## src/rtl/dmem_arbiter_pkg.sv

```systemverilog
// dmem_arbiter_pkg: shared defaults, port id type and FSM encoding for the data-memory arbiter
package dmem_arbiter_pkg;
  localparam int ADDR_W_DEF = 8;
  localparam int DATA_W_DEF = 8;
  localparam int LOCK_MAX_DEF = 4;
  typedef logic port_id_t;
  typedef enum logic [1:0] {
    IDLE = 2'd0,
    OWN0 = 2'd1,
    OWN1 = 2'd2
  } state_t;
  function automatic state_t own_of(input port_id_t p);
    return p ? OWN1 : OWN0;
  endfunction
endpackage

```

## src/rtl/dmem_rr_pick.sv

```systemverilog
// dmem_rr_pick: two-way round-robin selector, the port not granted last wins a conflict
module dmem_rr_pick
  import dmem_arbiter_pkg::*;
(
  input  logic     req0,
  input  logic     req1,
  input  port_id_t last_gnt,
  output logic     gnt0,
  output logic     gnt1
);
  assign gnt0 = req0 & (~req1 | last_gnt);
  assign gnt1 = req1 & (~req0 | ~last_gnt);
endmodule

```

## src/rtl/dmem_arbiter.sv

```systemverilog
// dmem_arbiter: two-port data-memory arbiter with round-robin, bounded lock ownership and load return routing
module dmem_arbiter
  import dmem_arbiter_pkg::*;
#(
  parameter int ADDR_W = ADDR_W_DEF,
  parameter int DATA_W = DATA_W_DEF,
  parameter int LOCK_MAX = LOCK_MAX_DEF
) (
  input  logic              sysclk,
  input  logic              reset,
  input  logic              p0_req,
  input  logic              p0_we,
  input  logic [ADDR_W-1:0] p0_addr,
  input  logic [DATA_W-1:0] p0_wdata,
  input  logic              p0_lock,
  output logic              p0_gnt,
  output logic              p0_rvalid,
  output logic [DATA_W-1:0] p0_rdata,
  input  logic              p1_req,
  input  logic              p1_we,
  input  logic [ADDR_W-1:0] p1_addr,
  input  logic [DATA_W-1:0] p1_wdata,
  input  logic              p1_lock,
  output logic              p1_gnt,
  output logic              p1_rvalid,
  output logic [DATA_W-1:0] p1_rdata,
  output logic [ADDR_W-1:0] mem_addr,
  output logic [DATA_W-1:0] mem_wdata,
  output logic              mem_write,
  input  logic [DATA_W-1:0] mem_rdata
);
  localparam int CNT_W = $clog2(LOCK_MAX + 1);
  state_t           state, state_nx;
  port_id_t         last_gnt, rd_owner, sel;
  logic [CNT_W-1:0] beats, beats_nx, nb;
  logic             rd_pend, pick0, pick1, gnt0, gnt1, any_gnt;
  logic             sel_we, sel_lock, own_lock, at_max, keep;
  dmem_rr_pick u_pick (
    .req0    (p0_req),
    .req1    (p1_req),
    .last_gnt(last_gnt),
    .gnt0    (pick0),
    .gnt1    (pick1)
  );
  // An owner blocks the other port even while it idles
  assign gnt0     = ~reset & ((state == IDLE) ? pick0 : (state == OWN0) & p0_req);
  assign gnt1     = ~reset & ((state == IDLE) ? pick1 : (state == OWN1) & p1_req);
  assign any_gnt  = gnt0 | gnt1;
  assign sel      = gnt1;
  assign sel_we   = sel ? p1_we : p0_we;
  assign sel_lock = sel ? p1_lock : p0_lock;
  assign own_lock = (state == OWN1) ? p1_lock : p0_lock;
  assign nb       = (state == IDLE) ? CNT_W'(1) : (beats == CNT_W'(LOCK_MAX)) ? beats : beats + 1'b1;
  assign at_max   = nb >= CNT_W'(LOCK_MAX);
  assign keep     = sel_lock & ~at_max;
  always_ff @(posedge sysclk) begin
    if (reset) begin
      state    <= IDLE;
      last_gnt <= 1'b1;
      beats    <= '0;
      rd_pend  <= 1'b0;
      rd_owner <= 1'b0;
    end else begin
      state    <= state_nx;
      beats    <= beats_nx;
      last_gnt <= any_gnt ? sel : last_gnt;
      rd_pend  <= any_gnt & ~sel_we;
      rd_owner <= any_gnt ? sel : rd_owner;
    end
  end
  // A grant at the lock limit is still served, then ownership is dropped
  always_comb begin
    state_nx = state;
    beats_nx = beats;
    if (any_gnt) begin
      state_nx = keep ? own_of(sel) : IDLE;
      beats_nx = keep ? nb : '0;
    end else if (state != IDLE && !own_lock) begin
      state_nx = IDLE;
      beats_nx = '0;
    end
  end
  always_comb begin
    p0_gnt    = gnt0;
    p1_gnt    = gnt1;
    mem_write = any_gnt & sel_we;
    mem_addr  = !any_gnt ? '0 : sel ? p1_addr : p0_addr;
    mem_wdata = !any_gnt ? '0 : sel ? p1_wdata : p0_wdata;
    p0_rvalid = ~reset & rd_pend & ~rd_owner;
    p1_rvalid = ~reset & rd_pend & rd_owner;
    p0_rdata  = p0_rvalid ? mem_rdata : '0;
    p1_rdata  = p1_rvalid ? mem_rdata : '0;
  end
endmodule
```

## config.mk

```make
export PLATFORM = sky130hd
export DESIGN_NAME = dmem_arbiter
export DESIGN_NICKNAME = d
export VERILOG_FILES = /design/src/rtl/dmem_arbiter_pkg.sv /design/src/rtl/dmem_rr_pick.sv /design/src/rtl/dmem_arbiter.sv
export SDC_FILE = /design/constraint.sdc
export NUM_CORES = 1
export LEC_CHECK = 0
export ABC_AREA = 1
export CORE_MARGIN = 1
export CORE_UTILIZATION = 30
export DETAILED_ROUTE_END_ITERATION = 8
export HOLD_SLACK_MARGIN = 0.12
export PLACE_DENSITY = 0.77
export SLEW_MARGIN = 20
export SYNTH_ARGS = -nofsm -noshare
export SYNTH_HDL_FRONTEND = slang
export SYNTH_SLANG_ARGS = --single-unit
export TNS_END_PERCENT = 100
```

## constraint.sdc

```tcl
create_clock -name sysclk -period 1.29 [get_ports sysclk]
set_input_delay 0.258 -clock sysclk [delete_from_list [all_inputs] [get_ports sysclk]]
set_output_delay 0.258 -clock sysclk [all_outputs]
set_load 0.005 [all_outputs]
```

==> Word level (Yosys, flattened, before mapping) <==
Index checks and enable logic that the tools add are counted.
{ "classes": {"addsub": 1, "div": 0, "n_mux": 20, "n_reduce_logical": 5, "n_bitwise": 22, "n_eq_ne": 3, "n_lt_le_gt_ge": 1, "mul": 0, "n_shift": 0} }
{ "ops": {"columns": ["cell", "count"], "rows": [
  ["8-bit two-way mux", 6],
  ["3-bit two-way mux", 5],
  ["1-bit AND", 12],
  ["2-bit two-way mux", 4],
  ["1-bit inverter", 7],
  ["1-bit two-way mux", 5],
  ["2-bit nonzero test", 2],
  ["3-bit by 1-bit adder with 3-bit output (second input constant)", 1],
  ["3-bit == test (second input constant)", 1],
  ["3-bit >= comparator (second input constant)", 1],
  ["1-bit OR", 3],
  ["2-bit by 1-bit == test with 1-bit output (second input constant)", 1],
  ["2-bit == test (second input constant)", 1],
  ["2-bit zero test", 1],
  ["1-bit logical AND", 1],
  ["1-bit zero test", 1]
]} }
{ "totals": {"mem_bits_ro": 0, "latch_bits": 0, "input_bits": 48, "reg_bits": 8, "ramBits": 0, "out_inout_bits": 37, "memories": 0, "elab_cells": 57} }

==> Logic depth before layout (Yosys ltp) <==
Gate-level depths: netlist (run 1).
{ "depth": {"depth_word": 9, "depth_mapped": 9, "depth_no_buf": 9} }

==> By module <==
From an unflattened synthesis (run 1), not the netlist that was laid out.
{ "hier_totals": {"hier_cells": 138, "area_unflattened_um2": 815.8} }
{ "modules_own_cells": {"columns": ["mod", "n_inst", "area_each_um2", "cells_per_inst"], "rows": [
  ["dmem_arbiter", 1, 788.3, 134],
  ["dmem_rr_pick", 1, 27.5, 4]
]} }

==> Worst setup path before layout (run 1) <==
Ideal clock, no wire load.
{ "synth_timing": {"kind": "register to output", "start": "reg state[0]", "end": "out mem_addr[5]", "arrival_ns": 1.063, "path_stages_with_launch": 10, "path_buffers": 1, "t_required_ns": 1.032, "path_slack_ns": -0.031, "cell_sequence": "dfxtp_1 inv_4 nand2_4 nor2_4 nor2_8 buf_8 nand2_2 nand2_1 nand2_1 inv_1"} }
{ "synth_via": {"elab_chain_len": 6, "elab_cells_between_ends": 12, "classes_between": "eq/ne: 2; mux: 4; bitwise: 5; reduce/logical: 1"} }
{ "synth_rtl": {"columns": ["element", "line", "rtl"], "rows": [
  ["from (decl)", "dmem_arbiter.sv:33", "state_t state, state_nx;"],
  ["from (signal assigned)", "dmem_arbiter.sv:64", "state <= state_nx;"],
  ["2-bit == test", "dmem_arbiter.sv:47", "assign gnt1 = ~reset & ((state == IDLE) ? pick1 : (state == OWN1) & p1_req);"],
  ["1-bit AND", "dmem_arbiter.sv:47", null],
  ["1-bit two-way mux (*)", "dmem_arbiter.sv:47", null],
  ["1-bit AND (*)", "dmem_arbiter.sv:47", null],
  ["via p1_gnt", "dmem_arbiter.sv:24", "output logic p1_gnt,"],
  ["8-bit two-way mux / 1-bit OR (equally long branches)", "dmem_arbiter.sv:87, dmem_arbiter.sv:48", null],
  ["8-bit two-way mux (*)", "dmem_arbiter.sv:87", "mem_addr = !any_gnt ? '0 : sel ? p1_addr : p0_addr;"],
  ["to (decl)", "dmem_arbiter.sv:27", "output logic [ADDR_W-1:0] mem_addr,"]
]} }
Mark *: on every way through the listed nets, which the timed path passes. The rest lies on a longest branch.

==> Final worst setup path (run 1) <==
{ "layout_timing": {"start": "reg last_gnt", "end": "out mem_wdata[5]"} }
{ "layout_via": {"elab_chain_len": 7, "elab_cells_between_ends": 12, "classes_between": "mux: 4; bitwise: 8"} }
{ "layout_rtl": {"columns": ["element", "line", "rtl"], "rows": [
  ["from (decl)", "dmem_arbiter.sv:34", "port_id_t last_gnt, rd_owner, sel;"],
  ["from (signal assigned)", "dmem_arbiter.sv:66", "last_gnt <= any_gnt ? sel : last_gnt;"],
  ["1-bit inverter", "dmem_rr_pick.sv:12", "assign gnt1 = req1 & (~req0 | ~last_gnt);"],
  ["1-bit OR", "dmem_rr_pick.sv:12", null],
  ["1-bit AND", "dmem_rr_pick.sv:12", null],
  ["1-bit two-way mux", "dmem_arbiter.sv:47", null],
  ["1-bit AND", "dmem_arbiter.sv:47", null],
  ["8-bit two-way mux / 1-bit OR (equally long branches)", "dmem_arbiter.sv:88, dmem_arbiter.sv:48", null],
  ["8-bit two-way mux (*)", "dmem_arbiter.sv:88", "mem_wdata = !any_gnt ? '0 : sel ? p1_wdata : p0_wdata;"],
  ["to (decl)", "dmem_arbiter.sv:28", "output logic [DATA_W-1:0] mem_wdata,"]
]} }
Mark *: on every way between the ends. The rest lies on a longest branch, timed or not.

==> impl_metrics.env, run 1 <==
export IMPL_status="finished with violations"
export IMPL_violations="negative setup slack"
export IMPL_reg2reg_depth=10
export IMPL_synth_avg_cell_area_um2=5.57
export IMPL_io_buffers=84
export IMPL_finClkSkew_ns=0.00771
export IMPL_worstSetupStartpointType="flip-flop"
export IMPL_area_delta_synth_final_pct=155
export IMPL_cap_violations=0
export IMPL_dieArea_um2=3790
export IMPL_gr_max_usage_layer="met2"
export IMPL_path_cells="nand2_2, buf_6, nor2_4, nor2_8, buf_12, buf_8, nand2_2, nand2_1, nand2_1, inv_1, buf_2"
export IMPL_met1_usage_pct=23.3
export IMPL_cts_tree="done"
export IMPL_peakVddDrop_v=0.000473
export IMPL_critPathMaxStageDelay_ns=0.34
export IMPL_grt_pass1_vias=1652
export IMPL_via_count=1755
export IMPL_wl_per_cell_um=14.1
export IMPL_power_density_nw_per_um2=505
export IMPL_gp_congestion=0.784
export IMPL_critPathMaxFanout=7
export IMPL_via_per_inst=4.67
export IMPL_grt_max_degree=9
export IMPL_hold_end="last_gnt"
export IMPL_ys_ff_latch=8
export IMPL_endpoint_kind="output pin"
export IMPL_setup_violations=43
export IMPL_fin_crit_sh_pct=145
export IMPL_arrival_ns=1.61
export IMPL_ant_nets=0
export IMPL_ys_types=24
export IMPL_io_pins=85
export IMPL_maxSlewViolCount=0
export IMPL_yosysSeqAreaShare_pct=15.1
export IMPL_setup_ws_ns=-0.582
export IMPL_start_util_pct=31.6
export IMPL_hp_class="input pin to flip-flop"
export IMPL_hold_slack_ns=0.408
export IMPL_critPathRequiredTime_ns=1.03
export IMPL_track_usage_pct=24.9
export IMPL_cts_root_buf="clkbuf_4"
export IMPL_drcViolationCount=0
export IMPL_yosys_warnings=0
export IMPL_cts_sinks=8
export IMPL_power_leakage_nw=1.45
export IMPL_crit_family="buffers and inverters"
export IMPL_power_mw=1.37
export IMPL_dp_cells=340
export IMPL_gr_usage_met3_pct=5.46
export IMPL_finalNonFillerCells=376
export IMPL_clk_latency_ns=0.27
export IMPL_antenna_found_initial=0
export IMPL_rrSetupSlack_ns=-0.22
export IMPL_globalRouteMet2Util_pct=50.7
export IMPL_fp_dieW_um=61.5
export IMPL_first_pass_iters=4
export IMPL_std_cell_rows=21
export IMPL_finalHoldViolations=0
export IMPL_cts_path_max_buffers=2
export IMPL_dpl_hpwl_um=2800
export IMPL_min_from="reset"
export IMPL_htreeDepth=1
export IMPL_grt_overflow=0
export IMPL_synth_largest_area_cell="nand2_1"
export IMPL_rsz0062_at_grt="true"
export IMPL_fmax_ghz=0.534
export IMPL_drive_gt1_share_pct=58.5
export IMPL_critPathBufInv=5
export IMPL_post_place_ws_ns=-1.03
export IMPL_wirelength_um=5310
export IMPL_cp_slowest_cell="dfxtp_2"
export IMPL_syn_num_nets=241
export IMPL_period_needed_ns=1.87
export IMPL_synth_area_leaders="nand2_1, dfxtp_1, inv_1, nor2_1, nand2_2"
export IMPL_hold_depth=3
export IMPL_n_antenna_cell=0
export IMPL_worstMarginPinSlew_ns=0.380
export IMPL_rr_endpoint="beats[1]"
export IMPL_fin_nets=382
export IMPL_core_um2=3360
export IMPL_syn_inst=191
export IMPL_synth_top_area_share_pct=24.0
export IMPL_grt_pass1_wl_um=6790
export IMPL_criticalPathCategory="flip-flop to output pin"
export IMPL_die_h_um=61.5
export IMPL_slew_limit_headroom_pct=74.7
export IMPL_syn_area_um2=1060
export IMPL_r2r_start="state[0]"
export IMPL_clk_pin_slew_worst_paths_ns=0.06
export IMPL_cts_made_buffers=3
export IMPL_drt_iter0_drc=33
==> logic make-up after synthesis <==
family                     synth area share [%]
DFF                                        15.1
buffers and inverters                      20.5
AOI/OAI and AO/OA                          6.71
adders and majority gates                  2.35
and+or+nand+nor                            55.4
==> report_power, final <==
part	internal [mW]	switching, mW
logic	0.488	0.398
clock network	0.108	0.101
registers	0.260	0.0151
==> cell usage after synthesis (all sizes together) <==
library cell,instances
a21oi,7
dfxtp,8
nor3,1
inv,41
nor2,29
nand3,13
o21ai,2
clkinv,1
ha,2
o211ai,1
buf,5
nand2,81
==> registers in the layout (all words and copies together) (netlist names) <==
| signal | count |
|---|---|
| beats | 3 |
| last_gnt | 1 |
| rd_owner | 1 |
| rd_pend | 1 |
| state | 2 |
==> per-stage QoR <==
| stage | setup TNS (ns) | cell area (um^2) | util (%) |
|---|---|---|---|
| 2_1_floorplan | 0 | 1060 | - |
| 3_3_place_gp | -37.75 | 2140 | 63.6 |
| 3_5_place_dp | -38.68 | 2140 | 63.6 |
| 4_1_cts | -14.81 | 2530 | 75.2 |
| 5_1_grt | -18.57 | 2710 | 80.7 |
| 6_report | -15.58 | 2710 | 80.7 |
==> area by class of cell <==
type	count	area [um^2]
Multi-Input combinational cell	136	972
Timing Repair Buffer	141	1310
Inverter	42	175
Sequential cell	8	171
Tap cell	46	57.6
Clock buffer	3	22.5
Fill cell	215	651
==> layout by cell type (no fill, tap or decap), drive strengths merged, types with 3 or more instances in the layout <==
cell / synthesis / layout
nand2: 81 / 81
clkbuf: 0 / 3
nor2: 29 / 29
nand3: 13 / 13
a21oi: 7 / 7
inv: 41 / 41
buf: 5 / 95
dfxtp: 8 / 8
clkdlybuf4s50: 0 / 44
==> worst register-to-register path, cell delays in order, from the launching register on <==
cell	delay, ns
dfxtp_4	0.39
inv_6	0.06
buf_6	0.12
nand3_4	0.06
nand3_4	0.09
buf_6	0.13
buf_6	0.12
buf_4	0.13
a21oi_2	0.14
nand2_2	0.07
a21oi_2	0.14
==> how the worst max path moves through the flow <==
stage,slack [ns],startpoint,to,depth (start not counted)
6_report,-0.58,last_gnt,mem_wdata[5],11
5_1_grt,-0.66,state[0],mem_wdata[5],11
4_1_cts,-0.54,state[0],mem_wdata[1],11
3_5_place_dp,-1.03,reset,p0_rdata[0],5
3_3_place_gp,-1.00,reset,mem_wdata[7],10
2_1_floorplan,0.001,state[0],mem_addr[5],9
==> repair_timing <==
action,in CTS,in global routing
pin swaps,32,25
hold buffers,0,0
buffers inserted,33,9
endpoints found under the hold margin,0,0
cloned,1,0
gates resized for setup,234,62
endpoints found under the setup margin,44,44
==> layer usage <==
layer / vias up / part of all wire [%] / wire length (um)
li1: 835 / - / -
met1: 806 / 34 / 1790
met2: 94 / 56 / 2970
met3: 20 / 6.7 / 354
met4: 0 / 3.5 / 187
met5: - / 0 / 0
No activity file was read; power rests on OpenSTA's default activity.
==> run 2: changes to the inputs <==
- CORE_ASPECT_RATIO: default -> 0.6
- CTS_CLUSTER_DIAMETER: default -> 150
==> run 2 against run 1 <==
  * The run still ends with negative setup slack left
  * Sequential cell count unchanged
  * Non-clock buffer count down 2
  * Global-route usage fell by 1.5 points
  * Power increased by 8.4%
  * Clock-buffer cell count stayed put
  * Critical path type unchanged
  * Largest power group unchanged
  * Highest routed layer unchanged
==> impl_metrics.env, run 2 (synthesized netlist as in run 1, its figures left out) <==
export IMPL_top_register="beats"
export IMPL_fin_area_um2=2730
export IMPL_finalNonFillerCells=374
export IMPL_largest_register_ffs=3
export IMPL_wl_per_cell_um=14.1
export IMPL_wirelength_um=5290
export IMPL_cts_sinks=8
export IMPL_maxSlewViolCount=0
export IMPL_std_cell_rows=16
export IMPL_critPathMaxFanout=6
export IMPL_power_leakage_nw=1.45
export IMPL_power_density_nw_per_um2=545
export IMPL_drive_gt1_share_pct=57.1
export IMPL_dp_cells=332
export IMPL_fmax_ghz=0.533
export IMPL_min_from="reset"
export IMPL_grt_max_degree=9
export IMPL_n_antenna_cell=0
export IMPL_drt_iter0_drc=52
export IMPL_area_delta_synth_final_pct=156
export IMPL_post_place_ws_ns=-1.03
export IMPL_ant_nets=0
export IMPL_first_pass_iters=4
export IMPL_finClkSkew_ns=0.00826
export IMPL_die_h_um=48.1
export IMPL_worstSetupStartpointType="flip-flop"
export IMPL_fin_util_pct=82.0
export IMPL_track_usage_pct=23.5
export IMPL_fin_crit_sh_pct=146
export IMPL_hp_class="input pin to flip-flop"
export IMPL_clk_latency_ns=0.24
export IMPL_finalSetupTns_ns=-14.30
export IMPL_cts_path_max_buffers=2
export IMPL_reg_top3="beats: 3 flops, state: 2 flops"
export IMPL_setup_violations=42
export IMPL_dieArea_um2=3790
export IMPL_cts_root_buf="clkbuf_8"
export IMPL_rrSetupSlack_ns=-0.25
export IMPL_hold_end="last_gnt"
export IMPL_core_um2=3320
export IMPL_rsz0062_at_grt="true"
export IMPL_hold_depth=3
export IMPL_drcViolationCount=0
export IMPL_io_buffers=84
export IMPL_io_pins=85
export IMPL_gp_congestion=0.837
export IMPL_status="finished with violations"
export IMPL_fin_nets=381
export IMPL_fp_dieW_um=78.9
export IMPL_critPathRequiredTime_ns=1.03
export IMPL_rr_endpoint="state[1]"
export IMPL_worstMarginPinSlew_ns=0.319
export IMPL_cts_tree="done"
export IMPL_setup_ws_ns=-0.588
export IMPL_endpoint_kind="output pin"
export IMPL_fill_cells=207
export IMPL_criticalPathCategory="flip-flop to output pin"
export IMPL_finalHoldViolations=0
export IMPL_start_util_pct=32.0
export IMPL_mostFrequentLayoutCell="clkdlybuf4s50_1"
export IMPL_clk_pin_slew_worst_paths_ns=0.05
export IMPL_via_count=1726
export IMPL_peakVddDrop_v=0.000317
export IMPL_hold_slack_ns=0.386
export IMPL_dpl_hpwl_um=2800
export IMPL_grt_pass1_vias=1426
export IMPL_via_per_inst=4.61
export IMPL_cts_made_buffers=3
export IMPL_grt_overflow=0
export IMPL_period_needed_ns=1.88
export IMPL_place_area_um2=2050
export IMPL_grt_pass1_wl_um=6670
export IMPL_htreeDepth=1
export IMPL_power_mw=1.49
export IMPL_violations="negative setup slack"
export IMPL_layout_common_cells="clkdlybuf4s50_1, nand2_1, inv_1, nand2_2, buf_2"
export IMPL_arrival_ns=1.62
export IMPL_antenna_found_initial=0
export IMPL_cap_violations=0
export IMPL_r2r_start="state[0]"
export IMPL_slew_limit_headroom_pct=78.7
export IMPL_reg2reg_depth=11
-- run 2: power by group --
| part | total (mW) | internal (mW) | leakage (nW) | switching (mW) |
|---|---|---|---|---|
| clock network | 0.328 | 0.204 | 0.0216 | 0.124 |
| registers | 0.280 | 0.261 | 0.0674 | 0.0184 |
| logic | 0.877 | 0.487 | 1.36 | 0.390 |
-- run 2: worst max-delay path: stages (launching register included) --
cell and delay (ns):
dfxtp_4 0.36, inv_6 0.08, buf_12 0.10, nand2_4 0.04
nor2_4 0.13, nor2_8 0.05, buf_12 0.13, buf_8 0.13
nand2_2 0.05, nand2_1 0.05, nand2_1 0.08, inv_1 0.04
buf_2 0.11
-- run 2: what timing repair did --
action / in CTS / in global routing
pin swaps: 36 / 36
hold buffers: 0 / 0
cloned: 2 / 0
buffers inserted: 42 / 10
resized for setup: 222 / 59
endpoints found under the setup margin: 44 / 44
-- run 2: cell type report --
class	instances	area, um^2	share of cell area [%]
well taps	45	56.3	2.07
multi-input cells	137	988	36.3
inverters	42	175	6.42
flip-flops and latches	8	171	6.29
repair buffers	139	1290	47.5
clock buffers	3	41.3	1.51
-- run 2: worst max path at each step --
stage | from | to | slack [ns] | cells past startpoint
2_1_floorplan | state[0] | mem_addr[5] | 0.001 | 9
3_3_place_gp | reset | mem_wdata[7] | -1.03 | 9
3_5_place_dp | reset | mem_wdata[7] | -1.03 | 9
4_1_cts | state[0] | mem_addr[1] | -0.54 | 12
5_1_grt | state[0] | mem_addr[5] | -0.65 | 12
6_report | state[0] | mem_addr[5] | -0.59 | 12
-- run 2: layer usage --
layer / GRT usage [%] / part of all wire, % / up-vias
met5: 0 / 0 / -
met4: 5.45 / 1.8 / 0
met3: 7.29 / 8.3 / 15
met2: 43.5 / 50 / 86
met1: 27.9 / 40 / 787
li1: - / - / 838
==> run 3: changes to the inputs <==
- CORE_UTILIZATION: 30 -> 40
- DONT_BUFFER_PORTS: default -> 1
- PLACE_DENSITY: 0.77 -> default
==> run 3 against run 2 <==
  * The flow still finishes with violations (negative setup slack)
  * Non-clock buffer count is 121 lower
  * Global-route usage decreased by 3.4 points
  * Via count shrank 27%
  * Die area decreased by 24%
  * Cell count is 36% lower
  * Worst setup slack better by 0.22 ns
  * Critical path depth is 4 lower
  * Critical endpoint is now mem_wdata[4]
==> impl_metrics.env, run 3 (synthesized netlist as in run 1, its figures left out) <==
export IMPL_fin_nets=261
export IMPL_antenna_found_initial=0
export IMPL_endpoint_kind="output pin"
export IMPL_cap_violations=0
export IMPL_core_um2=2500
export IMPL_die_h_um=41.9
export IMPL_place_area_um2=1170
export IMPL_rr_endpoint="beats[0]"
export IMPL_r2r_start="state[0]"
export IMPL_ant_nets=0
export IMPL_rsz0062_at_grt="true"
export IMPL_violations="negative setup slack"
export IMPL_hold_slack_ns=0.201
export IMPL_power_frac_comb_pct=43.4
export IMPL_finalHoldViolations=0
export IMPL_met1Wirelength_um=1270
export IMPL_seqPwrFrac_pct=26.0
export IMPL_track_usage_pct=20.1
export IMPL_via_count=1266
export IMPL_largest_register_ffs=3
export IMPL_post_place_ws_ns=-0.105
export IMPL_slew_limit_headroom_pct=72.7
export IMPL_reg_top3="beats: 3 flops, state: 2 flops"
export IMPL_p_int_mw=0.648
export IMPL_mostFrequentLayoutCell="nand2_1"
export IMPL_grt_pass1_wl_um=4350
export IMPL_rrSetupSlack_ns=-0.17
export IMPL_power_density_nw_per_um2=676
export IMPL_period_needed_ns=1.66
export IMPL_drive_gt1_share_pct=54.1
export IMPL_io_buffers=0
export IMPL_clk_pin_slew_worst_paths_ns=0.05
export IMPL_gp_congestion=0.848
export IMPL_clk_latency_ns=0.24
export IMPL_power_switching_mw=0.415
export IMPL_top_register="beats"
export IMPL_grt_pass1_vias=1044
export IMPL_critPathMaxFanout=8
export IMPL_wl_met3_um=297
export IMPL_fmax_ghz=0.604
export IMPL_dieArea_um2=2880
export IMPL_reg2reg_depth=8
export IMPL_setup_violations=35
export IMPL_met2_length_um=1580
export IMPL_fill_cells=207
export IMPL_finalSetupTns_ns=-6.89
export IMPL_htreeDepth=1
export IMPL_wirelength_um=3260
export IMPL_cts_tree="done"
export IMPL_cts_path_max_buffers=2
export IMPL_worstMarginPinSlew_ns=0.406
export IMPL_via_per_inst=5.25
export IMPL_worstSetupStartpointType="flip-flop"
export IMPL_std_cell_rows=14
export IMPL_grt_overflow=0
export IMPL_dpl_hpwl_um=1960
export IMPL_io_pins=85
export IMPL_routed_top_layer="met4"
export IMPL_first_pass_iters=4
export IMPL_wl_per_cell_um=13.5
export IMPL_arrival_ns=1.40
export IMPL_cts_root_buf="clkbuf_8"
export IMPL_switching_share_pct=39.0
export IMPL_fin_area_um2=1570
export IMPL_fin_util_pct=62.7
export IMPL_fp_dieW_um=68.6
export IMPL_cts_sinks=8
export IMPL_grt_max_degree=18
export IMPL_peakVddDrop_v=0.000449
export IMPL_n_antenna_cell=0
export IMPL_crit_start="state[0]"
export IMPL_start_util_pct=42.5
export IMPL_hp_class="input pin to flip-flop"
export IMPL_multiInputGateArea_um2=943
export IMPL_regArea_um2=173
export IMPL_drt_iter0_drc=27
export IMPL_critPathRequiredTime_ns=1.03
export IMPL_power_leakage_nw=0.812
export IMPL_layout_common_cells="nand2_1, inv_1, nand2_2, nor2_4, nor2_2"
export IMPL_status="finished with violations"
export IMPL_clkPwrFrac_pct=30.7
export IMPL_finClkSkew_ns=0.0139
export IMPL_setup_ws_ns=-0.366
export IMPL_drcViolationCount=0
export IMPL_fin_crit_sh_pct=128
export IMPL_cts_made_buffers=3
export IMPL_area_delta_synth_final_pct=47.8
export IMPL_criticalPathCategory="flip-flop to output pin"
export IMPL_maxSlewViolCount=0
export IMPL_cp_endpoint="mem_wdata[4]"
[run 3: worst max-delay path, stage by stage (launching register included)]
cell and delay, ns:
dfxtp_4 0.37, nor2_2 0.14, nand2_2 0.11, nand2_8 0.15, clkbuf_16 0.17, nand2_2 0.04
nand2_1 0.05, nand2_1 0.05, inv_1 0.08
[run 3: repair_timing]
item | 4_1_cts | 5_1_grt
cloned | 1 | 2
hold endpoints to repair | 6 | 6
buffers inserted | 3 | 0
endpoints found under the setup margin | 40 | 41
gates resized for setup | 40 | 52
pin swaps | 9 | 24
[run 3: stage by stage]
stage	cells	total power, mW
6_report	241	1.06
5_1_grt	241	1.12
4_1_cts	238	0.968
3_5_place_dp	231	0.599
3_3_place_gp	231	0.593
2_1_floorplan	191	0.535
[run 3: area by class of cell]
type | count | area share [%]
clock buffers | 3 | 2.63
multi-input cells | 138 | 60.0
inverters | 42 | 11.4
well taps | 32 | 2.55
repair buffers | 18 | 12.4
flip-flops and latches | 8 | 11.0
[run 3: worst min-delay path by stage]
stage / cells past startpoint / slack, ns / from / to
after global placement: 1 / 0.32 / reset / state[0]
final: 2 / 0.20 / p1_lock / state[1]
after global routing: 2 / 0.20 / p1_lock / state[1]
after CTS: 1 / 0.07 / reset / state[0]
after detailed placement: 1 / 0.32 / reset / state[0]
after floorplan: 2 / 0.43 / p1_lock / state[1]
[run 3: power groups by stage]
stage | Clock [mW] | Sequential, mW | Combinational, mW
floorplan | 0 | 0.274 | 0.262
global placement | 0 | 0.275 | 0.318
detailed placement | 0 | 0.275 | 0.324
CTS | 0.318 | 0.274 | 0.377
global route | 0.341 | 0.277 | 0.501
finish | 0.326 | 0.276 | 0.461
[run 3: routing by layer]
metal | up-vias | global-route usage, %
met3 | 15 | 5.22
met4 | 0 | 7.92
met2 | 71 | 33.3
li1 | 598 | -
met1 | 582 | 24.2
met5 | - | 0
